===== src/rtl/ifetch.sv =====
// Instruction fetch: issues word-aligned fetches and buffers returned words for the decoder.
// Latency: response accepted in cycle N appears on inst/inst_pc in cycle N+1 (registered head).
// Backpressure: requests issue only while outstanding + buffered < 2, so a stalled decoder stops fetch.

// Two-entry in-order queue with flush; the head is read straight from the storage registers.
module ifetch_fifo #(
  parameter int unsigned W = 32
) (
  input  logic         clk,
  input  logic         rst_n,
  input  logic         flush_i,
  input  logic         push_i,
  input  logic [W-1:0] push_dat_i,
  input  logic         pop_i,
  output logic [W-1:0] head_dat_o,
  output logic [1:0]   cnt_o
);

  logic [W-1:0] mem_q [2];
  logic [W-1:0] mem_d [2];
  logic         wr_ptr_q, wr_ptr_d;
  logic         rd_ptr_q, rd_ptr_d;
  logic [1:0]   cnt_q, cnt_d;

  // Next-state: flush empties the queue and overrides any same-cycle push or pop.
  always_comb begin
    mem_d    = mem_q;
    wr_ptr_d = wr_ptr_q;
    rd_ptr_d = rd_ptr_q;
    cnt_d    = cnt_q;
    if (flush_i) begin
      wr_ptr_d = 1'b0;
      rd_ptr_d = 1'b0;
      cnt_d    = 2'd0;
    end else begin
      if (push_i) begin
        mem_d[wr_ptr_q] = push_dat_i;
        wr_ptr_d        = ~wr_ptr_q;
      end
      if (pop_i) begin
        rd_ptr_d = ~rd_ptr_q;
      end
      cnt_d = cnt_q + {1'b0, push_i} - {1'b0, pop_i};
    end
  end

  // Storage and pointer registers; reset clears contents so the head reads as zero.
  always_ff @(posedge clk or negedge rst_n) begin
    if (!rst_n) begin
      mem_q[0] <= '0;
      mem_q[1] <= '0;
      wr_ptr_q <= 1'b0;
      rd_ptr_q <= 1'b0;
      cnt_q    <= 2'd0;
    end else begin
      mem_q[0] <= mem_d[0];
      mem_q[1] <= mem_d[1];
      wr_ptr_q <= wr_ptr_d;
      rd_ptr_q <= rd_ptr_d;
      cnt_q    <= cnt_d;
    end
  end

  assign head_dat_o = mem_q[rd_ptr_q];
  assign cnt_o      = cnt_q;

endmodule

module ifetch #(
  parameter logic [31:0] RESET_PC = 32'h0000_0000
) (
  input  logic        clk,
  input  logic        rst_n,
  output logic        imem_req_valid,
  input  logic        imem_req_ready,
  output logic [31:0] imem_req_addr,
  input  logic        imem_rsp_valid,
  input  logic [31:0] imem_rsp_data,
  input  logic        redirect_valid,
  input  logic [31:0] redirect_pc,
  output logic        inst_valid,
  input  logic        inst_ready,
  output logic [31:0] inst,
  output logic [31:0] inst_pc
);

  localparam logic [31:0] RESET_PC_ALIGNED = {RESET_PC[31:2], 2'b00};

  logic [31:0] fetch_pc_q, fetch_pc_d;
  logic [1:0]  drp_q, drp_d;

  // Outstanding count is the occupancy of the address queue: one entry per
  // issued request whose response has not yet come back.
  logic [1:0]  osd;
  logic [31:0] aq_head;
  logic [1:0]  ibuf_cnt;
  logic [63:0] ibuf_head;
  logic [2:0]  credit_used;

  logic        req_hs;
  logic        rsp_live;
  logic        ibuf_push;
  logic        ibuf_pop;

  assign credit_used = {1'b0, osd} + {1'b0, ibuf_cnt};

  // rst_n gates the request so it reads low throughout reset and high in the
  // very first cycle after release.
  assign imem_req_valid = rst_n && !redirect_valid && (credit_used < 3'd2);
  assign imem_req_addr  = fetch_pc_q;
  assign req_hs         = imem_req_valid && imem_req_ready;

  // A response with nothing outstanding is a protocol violation and is ignored.
  assign rsp_live  = imem_rsp_valid && (osd != 2'd0);
  assign ibuf_push = rsp_live && (drp_q == 2'd0) && !redirect_valid;
  assign ibuf_pop  = inst_valid && inst_ready && !redirect_valid;

  // Addresses of in-flight requests, oldest at the head; popped by every live
  // response, whether kept or dropped, so it never needs flushing.
  ifetch_fifo #(.W(32)) u_addr_q (
    .clk        (clk),
    .rst_n      (rst_n),
    .flush_i    (1'b0),
    .push_i     (req_hs),
    .push_dat_i (fetch_pc_q),
    .pop_i      (rsp_live),
    .head_dat_o (aq_head),
    .cnt_o      (osd)
  );

  // Instruction buffer of {pc, word}; a redirect discards it, including any
  // push or pop requested in the same cycle.
  ifetch_fifo #(.W(64)) u_inst_q (
    .clk        (clk),
    .rst_n      (rst_n),
    .flush_i    (redirect_valid),
    .push_i     (ibuf_push),
    .push_dat_i ({aq_head, imem_rsp_data}),
    .pop_i      (ibuf_pop),
    .head_dat_o (ibuf_head),
    .cnt_o      (ibuf_cnt)
  );

  assign inst_valid = (ibuf_cnt != 2'd0);
  assign inst_pc    = ibuf_head[63:32];
  assign inst       = ibuf_head[31:0];

  // Next fetch address and drop count: a redirect reloads the pc and marks
  // every request still outstanding after this cycle as stale.
  always_comb begin
    fetch_pc_d = fetch_pc_q;
    drp_d      = drp_q;
    if (redirect_valid) begin
      fetch_pc_d = {redirect_pc[31:2], 2'b00};
      drp_d      = osd - {1'b0, rsp_live};
    end else begin
      if (req_hs) begin
        fetch_pc_d = fetch_pc_q + 32'd4;
      end
      if (rsp_live && (drp_q != 2'd0)) begin
        drp_d = drp_q - 2'd1;
      end
    end
  end

  // Fetch pc and drop count registers.
  always_ff @(posedge clk or negedge rst_n) begin
    if (!rst_n) begin
      fetch_pc_q <= RESET_PC_ALIGNED;
      drp_q      <= 2'd0;
    end else begin
      fetch_pc_q <= fetch_pc_d;
      drp_q      <= drp_d;
    end
  end

endmodule


===== config.mk =====
export PLATFORM = sky130hd
export DESIGN_NAME = ifetch
export DESIGN_NICKNAME = d
export VERILOG_FILES = /design/src/rtl/ifetch.sv
export SDC_FILE = /design/constraint.sdc
export NUM_CORES = 1
export LEC_CHECK = 0
export BUFFER_PORTS_ARGS = -buffer_cell sky130_fd_sc_hd__buf_2
export CORE_UTILIZATION = 45
export CTS_BUF_LIST = sky130_fd_sc_hd__clkbuf_8
export DETAILED_ROUTE_END_ITERATION = 7
export PLACE_DENSITY = 0.66
export SLEW_MARGIN = 0
export SYNTH_ARGS = -nofsm -noshare
export SYNTH_HDL_FRONTEND = slang
export SYNTH_SLANG_ARGS = --single-unit

===== constraint.sdc =====
create_clock -name clk -period 2.9 [get_ports clk]
set_input_delay 0.435 -clock clk [delete_from_list [all_inputs] [get_ports clk]]
set_output_delay 0.435 -clock clk [all_outputs]
set_load 0.02 [all_outputs]

==> flow_metrics.py <==
metrics = {
    "setup_path": {
        "start_kind": "register",
        "r2r_slack_ns": 0.21,
        "crit_fanout": 16,
        "crit_arrival_ns": 3.13,
        "end_kind": "register",
        "crit_type": "register to register",
        "cp_data_required_time_ns": 3.34,
    },
    "power": {
        "seqPwrFrac": 0.406,
        "power_density_mw_per_mm2": 980.1,
        "p_int_w": 0.008188,
        "power.switching_w": 0.003874,
        "swShare": 0.3212,
        "power.share.clock": 0.247,
        "leakage_nw": 5.833,
        "pwr-share-comb": 0.347,
        "totalPowerFinal_w": 0.01206,
        "ir_worst_vdd_mv": 0.5007,
    },
    "route": {
        "vias": 6655,
        "via_per_inst": 5.315,
        "drcViolationCount": 0,
        "drt_wl_total_um": 21750,
        "drt_iter0_drc": 351,
        "ant_nets": 0,
        "drt_pre_antenna_iters": 4,
        "routedWlPerCell_um": 17.37,
    },
    "logic_synthesis": {
        "synth_edf_count": 0,
        "synthArstFlopShare": 1.000,
        "synth.distinct_cells": 43,
        "ys_warn_count": 0,
        "synth_area_mm2": 0.01029,
        "ys_ff_latch": 224,
        "ys_seq_area_frac": 0.5448,
        "synth.avg_cell_area_um2": 13.38,
        "synth_flop_cell": "dfrtp_1",
        "syn_inst": 769,
    },
    "cts": {
        "root_buffer": "clkbuf_8",
        "cts.sinks": 224,
        "cts_tree": "yes",
        "clk_latency_ns": 0.53,
        "cts_buffers": 39,
        "cts.clk_slew.worst_paths_ns": 0.06,
        "h-tree-depth": 2,
        "clockBufferDepth": 3,
    },
    "placed_design": {
        "dp.cells": 1182,
        "gp_congestion": 0.7757,
        "port_buffers": 161,
        "place_hpwl_um": 14170,
    },
    "timing": {
        "max_freq_mhz": 372.1,
        "setup_viol": 0,
        "finalHoldViolations": 0,
        "worstMarginPinSlew_ns": 0.8557,
        "drv_slew": 0,
        "period_share": 0.9268,
        "post-route-min-period_ns": 2.688,
        "grt_setup_unrepaired": "false",
        "timing.max_slew.rel_slack": 0.4295,
        "finalSetupTns_ns": 0,
        "fin_skew_ns": 0.02300,
    },
    "floorplan": {
        "rows": 54,
        "io_pins": 168,
        "die_h_um": 153.2,
        "design.die.area_mm2": 0.02347,
        "initial_core_util": 0.4657,
        "die_w_um": 153.2,
        "core_area_mm2": 0.02209,
    },
    "finish": {
        "final_cells": 1252,
        "drive_gt1_frac": 0.5473,
        "fin_util": 0.5570,
        "syn2layout_area_growth_pct": 19.62,
        "nets": 1021,
        "num_antenna_cells": 0,
    },
    "status": {
        "status": "finished, final reports clean",
    },
    "global_routing": {
        "grt.overflow.total": 0,
        "grt_pass1_wl_um": 36060,
        "antenna_found_initial": 0,
        "grt_pass1_vias": 6834,
        "track_usage": 0.1921,
        "grt_max_degree": 123,
    },
    "run": {
        "max_cap_violations": 0,
    },
    "worst_hold_path": {
        "hold_class": "input pin to register",
    },
}
## routing by layer
layer / wire, µm / GRT usage / share of wire / up-vias
li1: - / - / - / 3120
met1: 10430 / 0.2773 / 0.48 / 3331
met2: 9780 / 0.2890 / 0.45 / 173
met3: 1173 / 0.04196 / 0.054 / 31
met4: 362 / 0.05820 / 0.017 / 0
met5: 0 / 0 / 0 / -
## metrics by stage
step | hold slack [ns] | setup WS (ns) | instance area, µm²
2_1_floorplan | 0.1394 | 0.02219 | 10300
3_3_place_gp | 0.4809 | 0.1674 | 11440
3_5_place_dp | 0.4809 | 0.1558 | 11440
4_1_cts | 0.07628 | 0.1072 | 12290
5_1_grt | 0.09436 | 0.04880 | 12310
6_report | 0.1091 | 0.2122 | 12310
## power groups by stage
stage	Combinational [W]	Clock, W	Sequential, W
after floorplan	0.00314	0	0.00480
after global placement	0.00416	0	0.00490
after detailed placement	0.00421	0	0.00495
after CTS	0.00424	0.00307	0.00490
after global routing	0.00456	0.00321	0.00505
final	0.00418	0.00298	0.00489
## synthesized netlist by cell type (5+ instances only)
cell	n	area share
mux2i_1	5	0.0049
xnor2_1	14	0.012
mux2_2	276	0.30
ha_1	6	0.0073
clkbuf_1	22	0.0080
nor3_1	5	0.0024
o31ai_1	8	0.0058
nor2_1	22	0.0080
nand4_1	11	0.0067
o211ai_1	5	0.0036
buf_1	9	0.0033
nand2_1	33	0.012
a31oi_1	10	0.0061
or4_1	12	0.0088
o21ai_0	14	0.0068
dfrtp_1	224	0.54
nand3_1	12	0.0058
buf_2	16	0.0078
inv_1	14	0.0051
nor4_1	8	0.0049
## layout by cell type (no fill, tap or decap), types with 2 or more instances in the layout
cell	count
clkinv_2	2
dfrtp_1	223
xnor2_1	14
nor2b_1	2
nor4_1	8
buf_12	3
or2_2	4
o211ai_1	5
nand2_1	32
and3_1	2
o31ai_1	8
clkbuf_8	56
mux2i_1	5
nand3_1	12
clkinvlp_4	3
buf_2	160
a31oi_1	10
mux2_2	276
and4_1	2
nor3_1	5
nand4_1	11
nor2_1	22
nor4b_1	2
xor2_1	4
conb_1	4
or4_1	11
o31a_1	4
o21ai_0	14
inv_1	22
nand2b_1	3
ha_1	6
buf_4	19
## sequential cells by signal (all words and copies together), names as in the netlist, 2 cells and up
register and cells:
u_inst_q.mem_q 124, u_addr_q.mem_q 60, imem_req_addr 30, drp_q 2, u_addr_q.cnt_o 2, u_inst_q.cnt_o 2
## logic make-up after synthesis
logic type | share of synthesized area
buf+inv | 0.02809
fa+ha+maj | 0.009242
compound gates | 0.03028
other cells | 0.0003645
xor+xnor | 0.01532
simple gates | 0.06494
flops | 0.5448
mux | 0.3069
## final cells by class
cell class	count	area (µm²)
fillers	1897	9787
flip-flops and latches	224	5607
multi-input cells	481	4436
repair buffers	184	1028
clock buffers	56	770.7
well taps	280	350.3
clock inverters	13	62.56
inverters	14	52.55
## critical path, stage by stage, from the launching register on
cell and delay (ns):
dfrtp_1 0.37, inv_1 0.08, nor2_1 0.05, fa_1 0.49, nand4bb_4 0.24, or4_1 0.53, buf_4 0.20, or4_1 0.48
a31oi_1 0.17
## path summary, 6_finish.rpt
check / from / end / cells after the start
setup / recovery: u_inst_q.cnt_o[0] / imem_req_addr[22] / 8
hold / removal: redirect_pc[6] / imem_req_addr[6] / 3
setup reg to reg: u_inst_q.cnt_o[0] / imem_req_addr[22] / 8
hold reg to reg: u_addr_q.wr_ptr_q / u_addr_q.wr_ptr_q / 2
min in group asynchronous: rst_n / u_addr_q.mem_q[2] / 3
max in group asynchronous: rst_n / u_addr_q.mem_q[63] / 4
## timing repair
item / in CTS / in global routing
hold endpoints to repair: 19 / 0
resized for setup: 0 / 2
setup endpoints to repair: 0 / 1
hold buffers: 1 / 0
buffers inserted: 0 / 0
Note: power is estimated with default switching activity, not from simulation.
